==> src/rtl/mul_pkg.sv <==
// mul_pkg: shared types and constants for the sequential Booth multiplier.
package mul_pkg;
    localparam int W = 8;
    localparam int STEPS = 8;
    localparam logic [1:0] BOOTH_ADD = 2'b01;
    localparam logic [1:0] BOOTH_SUB = 2'b10;
    typedef enum logic [1:0] {IDLE = 2'b00, RUN = 2'b01, DONE = 2'b10} state_e;
endpackage

==> src/rtl/sub_8bit.sv <==
// sub_8bit: combinational 8-bit add (op=0) / subtract (op=1) with carry-in and signed overflow.
module sub_8bit (
    input  logic       op,
    input  logic       ci,
    input  logic [7:0] x,
    input  logic [7:0] y,
    output logic [7:0] r,
    output logic       of
);
    logic [7:0] yy;
    always_comb begin
        yy = op ? ~y : y;
        r  = x + yy + {7'd0, op ^ ci};
        of = (x[7] == yy[7]) && (r[7] != x[7]);
    end
endmodule

==> src/rtl/mul_8bit_seq.sv <==
// mul_8bit_seq: signed 8x8->16 radix-2 Booth multiplier, one add/sub per clock via sub_8bit.
module mul_8bit_seq
    import mul_pkg::*;
(
    input  logic            clk,
    input  logic            rst_n,
    input  logic            in_valid,
    output logic            in_ready,
    input  logic [W-1:0]    x,
    input  logic [W-1:0]    y,
    output logic            out_valid,
    input  logic            out_ready,
    output logic [2*W-1:0]  p,
    output logic            busy
);
    state_e         state_q, state_d;
    logic [W-1:0]   a_q, a_d, q_q, q_d, m_q, m_d, r, a_new;
    logic           q1_q, q1_d, of, do_op, msb;
    logic [2:0]     cnt_q, cnt_d;
    logic [2*W-1:0] p_q, p_d;
    logic           in_ready_q, in_ready_d, out_valid_q, out_valid_d, busy_q, busy_d;
    logic [1:0]     booth;

    sub_8bit u_sub (
        .op(booth == BOOTH_SUB),
        .ci(1'b0),
        .x (a_q),
        .y (m_q),
        .r (r),
        .of(of)
    );

    always_comb begin
        booth = {q_q[0], q1_q};
        do_op = (booth == BOOTH_ADD) || (booth == BOOTH_SUB);
        a_new = do_op ? r : a_q;
        // overflow flips r[7] back to the true sign of the 9-bit sum
        msb = do_op ? (r[7] ^ of) : a_q[7];
        state_d = state_q;
        a_d = a_q;
        q_d = q_q;
        q1_d = q1_q;
        m_d = m_q;
        cnt_d = cnt_q;
        p_d = p_q;
        in_ready_d = in_ready_q;
        out_valid_d = out_valid_q;
        busy_d = busy_q;
        case (state_q)
            IDLE: if (in_valid && in_ready_q) begin
                {a_d, q_d, q1_d, m_d, cnt_d} = {{W{1'b0}}, y, 1'b0, x, 3'd0};
                state_d = RUN;
                in_ready_d = 1'b0;
                busy_d = 1'b1;
            end
            RUN: begin
                {a_d, q_d, q1_d} = {msb, a_new, q_q};
                cnt_d = cnt_q + 3'd1;
                if (cnt_q == 3'(STEPS - 1)) begin
                    p_d = {msb, a_new, q_q[W-1:1]};
                    state_d = DONE;
                    busy_d = 1'b0;
                    out_valid_d = 1'b1;
                end
            end
            DONE: if (out_ready) begin
                state_d = IDLE;
                out_valid_d = 1'b0;
                in_ready_d = 1'b1;
            end
            default: begin
                state_d = IDLE;
                in_ready_d = 1'b1;
                out_valid_d = 1'b0;
                busy_d = 1'b0;
            end
        endcase
    end

    always_ff @(posedge clk or negedge rst_n) begin
        if (!rst_n) begin
            state_q <= IDLE;
            a_q <= '0;
            q_q <= '0;
            q1_q <= 1'b0;
            m_q <= '0;
            cnt_q <= '0;
            p_q <= '0;
            in_ready_q <= 1'b1;
            out_valid_q <= 1'b0;
            busy_q <= 1'b0;
        end else begin
            state_q <= state_d;
            a_q <= a_d;
            q_q <= q_d;
            q1_q <= q1_d;
            m_q <= m_d;
            cnt_q <= cnt_d;
            p_q <= p_d;
            in_ready_q <= in_ready_d;
            out_valid_q <= out_valid_d;
            busy_q <= busy_d;
        end
    end

    assign in_ready = in_ready_q;
    assign out_valid = out_valid_q;
    assign busy = busy_q;
    assign p = p_q;
endmodule

==> config.mk <==
export PLATFORM = sky130hd
export DESIGN_NAME = mul_8bit_seq
export DESIGN_NICKNAME = d
export VERILOG_FILES = /design/src/rtl/mul_pkg.sv /design/src/rtl/sub_8bit.sv /design/src/rtl/mul_8bit_seq.sv
export SDC_FILE = /design/constraint.sdc
export NUM_CORES = 1
export LEC_CHECK = 0
export ABC_AREA = 1
export BUFFER_PORTS_ARGS = -buffer_cell sky130_fd_sc_hd__buf_2
export CORE_UTILIZATION = 40
export CTS_CLUSTER_DIAMETER = 100
export CTS_CLUSTER_SIZE = 40
export DETAILED_ROUTE_END_ITERATION = 10
export HOLD_SLACK_MARGIN = 0.1
export PLACE_DENSITY_LB_ADDON = 0.08
export SETUP_SLACK_MARGIN = 0.15
export SYNTH_ARGS = -nofsm -noshare
export SYNTH_HDL_FRONTEND = slang
export SYNTH_SLANG_ARGS = --single-unit
==> constraint.sdc <==
create_clock -name clk -period 2.1 [get_ports clk]
set_input_delay 0.42 -clock clk [delete_from_list [all_inputs] [get_ports clk]]
set_output_delay 0.42 -clock clk [all_outputs]
set_load 0.01 [all_outputs]
==> results.sh, run 1 <==
export IMPL_mostFrequentLayoutCells="nand2_1, dfrtp_1, buf_2"
export IMPL_cap_violations=0
export IMPL_dr_wl_met3_um=143
export IMPL_syn_num_nets=335
export IMPL_synth_top_area_share_pct=46.85
export IMPL_wl_met2_um=2543
export IMPL_track_usage_pct=19.35
export IMPL_ant_nets=0
export IMPL_dr_total_vias=2081
export IMPL_min_period_ns=1.993
export IMPL_dieArea_sq_um=6733
export IMPL_setup_worst_path_end_class="flip-flop"
export IMPL_rsz0062_at_grt="yes"
export IMPL_antenna_found_initial=0
export IMPL_start_util_pct=42.30
export IMPL_yosysSeqAreaShare_pct=47.88
export IMPL_cp_required_ns=2.30
export IMPL_worst_ep_arrival_time_ns=2.20
export IMPL_clock_path_buffers=2
export IMPL_syn_area_per_cell_sq_um=8.406
export IMPL_period_share_pct=94.89
export IMPL_r2r_start="q_q[0]"
export IMPL_die_w_um=82.06
export IMPL_status="finished clean"
export IMPL_synth_async_sr_flop_share_pct=100.0
export IMPL_slew_headroom_pct=67.99
export IMPL_fin_nets=388
export IMPL_drc=0
export IMPL_final_common_cell="nand2_1"
export IMPL_clock_sinks=49
export IMPL_coreArea_sq_um=6061
export IMPL_synthCells=305
export IMPL_pin_count=39
export IMPL_clk_latency_ns=0.31
export IMPL_cts_clk_slew_worst_paths_ns=0.09
export IMPL_topRoutingLayerUsed="met4"
export IMPL_hp_start="x[1]"
export IMPL_min_path_cells=3
export IMPL_via_per_inst=4.795
export IMPL_ys_flop_type="dfrtp_1"
export IMPL_ff_latch_area_sq_um=1227
export IMPL_peakVddDrop_mv=0.6648
export IMPL_met1_length_um=2949
export IMPL_grt_remaining_overflow=0
export IMPL_yosys_area_top_type="dfrtp_1"
export IMPL_ff2ff_setup_slack_ns=0.11
export IMPL_htreeDepth=2
export IMPL_reg2regPathDepth=11
export IMPL_leakagePower_nw=1.680
export IMPL_rows=28
export IMPL_drt_iter0_markers=86
export IMPL_wl_per_cell_um=13.13
export IMPL_tritoncts="built"
export IMPL_yosys_warnings=0
export IMPL_min_to="m_q[1]"
export IMPL_fin_tns_setup_ns=0
export IMPL_synth_edf_count=0
export IMPL_hold_viol=0
export IMPL_portBuffers=38
export IMPL_crit_type="reg -> reg"
export IMPL_report_final_slew_viol_count=0
export IMPL_synth_distinct_cells=32
export IMPL_dr_pass1_iters=4
export IMPL_synthesis_area_sq_um=2564
export IMPL_min_path_type="in -> reg"
export IMPL_regToRegEndpoint="a_q[6]"
export IMPL_whs_ns=0.3065
export IMPL_fin_skew_ns=0.01338
export IMPL_fillers=593
export IMPL_numCtsBuffers=5
export IMPL_setup_viol=0
export IMPL_critical_path_peak_fanout=8
export IMPL_dieHeight_um=82.06
export IMPL_worst_pin_slew_ns=0.4802
export IMPL_n_antenna_cell=0
export IMPL_multiInputGateArea_sq_um=1202
export IMPL_areaGrowthSynthToFinish_pct=20.55
export IMPL_hpwlAfterDp_um=4042
export IMPL_drive_above_1_share_pct=27.86
export IMPL_fmax_ghz=0.5018
export IMPL_power_density_nw_per_um2=1880
export IMPL_grt_pass1_wl_um=9715
export IMPL_finalWirelength_um=5697
export IMPL_postLayoutCoreUtil_pct=50.99
export IMPL_grt_max_degree=31
export IMPL_ys_ff_latch=49
export IMPL_yosys_top_cells_area="dfrtp_1, nand2_1, ha_1"
export IMPL_place_congestion=0.8002
export IMPL_grt_pass1_vias=2007
export IMPL_root_buffer="clkbuf_8"
export IMPL_critPathLaunchType="flip-flop"
==> Yosys cell counts, types with 2 or more instances <==
library cell,instances
a22o_1,3
buf_6,2
or2_2,3
o211ai_1,2
buf_2,3
inv_2,4
nand2_1,111
nand3_1,14
a211oi_1,4
a21oi_1,6
nand4_1,3
dfrtp_1,48
nor3_1,7
o22ai_1,3
buf_4,5
o21ai_0,8
xor2_1,7
ha_1,9
inv_1,28
nor2_1,12
o21ai_2,8
o21ai_1,5
==> cell type report <==
type,instances,area share (%)
timing repair buffer,56,11.13
clock inverter,2,0.4453
multi-input combinational,213,38.91
clock buffer,6,2.672
inverter,33,4.089
sequential,49,39.72
tap,75,3.036
==> worst max path at each step <==
stage               slack, ns    from     end
floorplan                0.16  q_q[0]   p[14]
global placement        -0.06    q1_q  a_q[6]
detailed placement      -0.09    q1_q  a_q[6]
CTS                      0.14    q1_q  a_q[6]
global route            -0.09    q1_q  a_q[6]
finish                   0.11  q_q[0]  a_q[6]
==> flip-flops by register name (all words and copies together) (netlist names) <==
| name | count |
|---|---|
| a_q | 8 |
| state_q | 2 |
| q_q | 8 |
| in_ready | 1 |
| p | 16 |
| cnt_q | 3 |
| out_valid | 1 |
| busy | 1 |
| m_q | 8 |
| q1_q | 1 |
==> power by group <==
group / switching (mW) / internal [mW] / total, mW
Combinational: 2.03 / 1.50 / 3.53
Clock: 0.332 / 0.268 / 0.600
Sequential: 0.289 / 1.39 / 1.68
==> routing by layer <==
metal | vias up | GRT usage [%]
met5 | - | 0
met3 | 5 | 3.778
li1 | 1091 | -
met1 | 959 | 27.17
met2 | 26 | 30.41
met4 | 0 | 4.737
==> worst max-delay path: stages, from the launching register on <==
cell	delay, ns
dfrtp_1	0.42
ha_4	0.22
buf_4	0.14
xor2_1	0.13
ha_1	0.33
a21o_1	0.20
nor2_2	0.13
nand2_1	0.07
nand2_1	0.07
nand3_2	0.08
nand2_1	0.07
nand2_1	0.05
==> per-stage QoR <==
stage	instance area [sq um]	worst slack [ns]	power [mW]	instances
after detailed placement	2875	-0.09346	4.803	420
after global routing	3090	-0.08563	6.434	434
after floorplan	2564	0.1644	3.923	305
after global placement	2875	-0.06329	4.745	420
after CTS	3034	0.1356	5.604	431
final	3090	0.1073	5.809	434
==> what timing repair did <==
item	CTS	global route
hold endpoints to repair	19	0
pin swaps	9	6
gates resized for setup	8	10
hold buffers	1	0
setup buffers	2	3
setup endpoints to repair	16	14
==> cells by family (layout without fill, tap and decap cells) <==
| kind of cell | after synthesis | in the layout | synth area share [%] |
|---|---|---|---|
| AOI/OAI and AO/OA | 41 | 41 | 10.74 |
| and+or+nand+nor | 155 | 155 | 25.96 |
| adders and majority gates | 10 | 10 | 5.173 |
| xor gates and xnor gates | 7 | 7 | 2.391 |
| DFF | 49 | 49 | 47.88 |
| buffers and inverters | 43 | 97 | 7.857 |
No activity file was read; power rests on OpenSTA's default activity.
==> run 2, diff against run 1 <==
Settings changed: REMOVE_ABC_BUFFERS set to 1.
==> results.sh, run 2 (synthesis results as in run 1) <==
export IMPL_status="finished clean"
export IMPL_final_area_sq_um=3152
export IMPL_via_per_inst=4.719
export IMPL_switchingPower_mw=2.681
export IMPL_slew_headroom_pct=65.70
export IMPL_clkPwrFrac_pct=12.0
export IMPL_n_antenna_cell=0
export IMPL_peakVddDrop_mv=0.6781
export IMPL_clock_path_buffers=2
export IMPL_rsz0062_at_grt="yes"
export IMPL_fillers=601
export IMPL_ant_nets=0
export IMPL_worst_ep_arrival_time_ns=2.16
export IMPL_root_buffer="clkbuf_8"
export IMPL_largest_register_ffs=16
export IMPL_final_cells=434
export IMPL_seqPwrFrac_pct=27.7
export IMPL_grt_remaining_overflow=0
export IMPL_cp_required_ns=2.31
export IMPL_coreArea_sq_um=6061
export IMPL_drc=0
export IMPL_grt_pass1_wl_um=8963
export IMPL_power_mw=6.019
export IMPL_dieHeight_um=82.06
export IMPL_crit_type="reg -> reg"
export IMPL_mostFrequentLayoutCells="nand2_1, dfrtp_1, buf_2"
export IMPL_wl_per_cell_um=12.88
export IMPL_fin_nets=388
export IMPL_portBuffers=38
export IMPL_track_usage_pct=17.73
export IMPL_hpwlAfterDp_um=3975
export IMPL_grt_pass1_vias=1856
export IMPL_internal_power_mw=3.339
export IMPL_switching_share_pct=44.53
export IMPL_areaGrowthSynthToFinish_pct=22.94
export IMPL_drive_above_1_share_pct=30.64
export IMPL_critical_path_peak_fanout=8
export IMPL_finalWirelength_um=5588
export IMPL_fmax_ghz=0.5133
export IMPL_ff_latch_area_sq_um=1227
export IMPL_cts_clk_slew_worst_paths_ns=0.10
export IMPL_postLayoutCoreUtil_pct=52.00
export IMPL_antenna_found_initial=0
export IMPL_place_congestion=0.9507
export IMPL_htreeDepth=2
export IMPL_cap_violations=0
export IMPL_period_share_pct=92.76
export IMPL_setup_worst_path_end_class="flip-flop"
export IMPL_critPathLaunchType="flip-flop"
export IMPL_worst_pin_slew_ns=0.5145
export IMPL_placed_area_sq_um=2868
export IMPL_min_path_type="in -> reg"
export IMPL_numCtsBuffers=5
export IMPL_dieArea_sq_um=6733
export IMPL_dr_pass1_iters=5
export IMPL_tritoncts="built"
export IMPL_fin_skew_ns=0.008666
export IMPL_power_density_nw_per_um2=1910
export IMPL_leakagePower_nw=1.690
export IMPL_combPwrFrac_pct=60.4
export IMPL_clk_latency_ns=0.31
export IMPL_multiInputGateArea_sq_um=1240
export IMPL_placed_cells=419
export IMPL_setup_viol=0
export IMPL_clock_sinks=49
export IMPL_final_common_cell="nand2_1"
export IMPL_rows=28
export IMPL_dr_total_vias=2048
export IMPL_die_w_um=82.06
export IMPL_min_period_ns=1.948
export IMPL_hold_viol=0
export IMPL_start_util_pct=42.30
export IMPL_grt_max_degree=29
export IMPL_pin_count=39
export IMPL_report_final_slew_viol_count=0
export IMPL_drt_iter0_markers=119
run 2: changes by cell type in the layout (fill, tap and decap cells not counted), moves of 3 or more:
cell and change:
nand2_1 -4, nand2_2 +4, nand3_2 +3, nand3_1 -3
run 2: final cells by class:
cell class	count	share of cell area, %
clock buffers	6	2.620
inverters	33	4.010
flip-flops and latches	49	38.94
clock inverters	2	1.191
multi-input cells	213	39.34
well taps	75	2.977
repair buffers	56	10.92
run 2: critical path: stages, from the launching register on:
cell and delay, ns:
dfrtp_1 0.41, ha_4 0.22, xor2_1 0.17, ha_1 0.35, nand2_1 0.10, nand2_2 0.08
inv_2 0.07, nand2_2 0.07, nand2_2 0.09, nand2_1 0.05, nand2_1 0.07, nand3_2 0.07
nand2_1 0.06, nand2_1 0.05
run 2: worst paths after layout:
path                       depth (start not counted)  startpoint  endpoint  slack, ns
max in group asynchronous                          3       rst_n  in_ready       0.89
max reg2reg                                       13      q_q[0]     p[14]       0.15
min in group asynchronous                          2       rst_n      p[1]       0.61
min                                                3        x[2]    m_q[2]       0.30
max                                               13      q_q[0]     p[14]       0.15
min reg2reg                                        2       p[13]     p[13]       0.48
run 2: power by group through the flow:
stage | logic, mW | registers, mW | clock network (mW)
after floorplan | 2.12 | 1.71 | 0
after global placement | 3.06 | 1.67 | 0
after detailed placement | 3.05 | 1.67 | 0
after CTS | 3.15 | 1.66 | 0.739
after global routing | 4.11 | 1.73 | 0.771
final | 3.63 | 1.67 | 0.720
run 2: stage by stage:
step	TNS, ns	hold slack (ns)	setup slack, ns
after floorplan	0	0.1244	0.1152
after global placement	-0.07213	0.4262	-0.03308
final	0	0.3001	0.1519
after CTS	0	0.3037	0.1587
after global routing	0	0.3082	0.02450
after detailed placement	-0.5881	0.4329	-0.08912
run 2: layer usage:
metal,track usage [%],part of all wire [%],vias up
met3,3.333,2.5,7
li1,-,-,1077
met2,27.77,47,35
met1,24.90,50,929
met5,0,0,-
met4,4.737,1.2,0
run 2: repair_timing:
item | CTS | global route
endpoints found under the setup margin | 16 | 14
gates cloned | 0 | 0
hold buffers | 1 | 0
buffers inserted | 1 | 5
hold endpoints to repair | 11 | 0
gates resized for setup | 5 | 23
pin swaps | 3 | 23
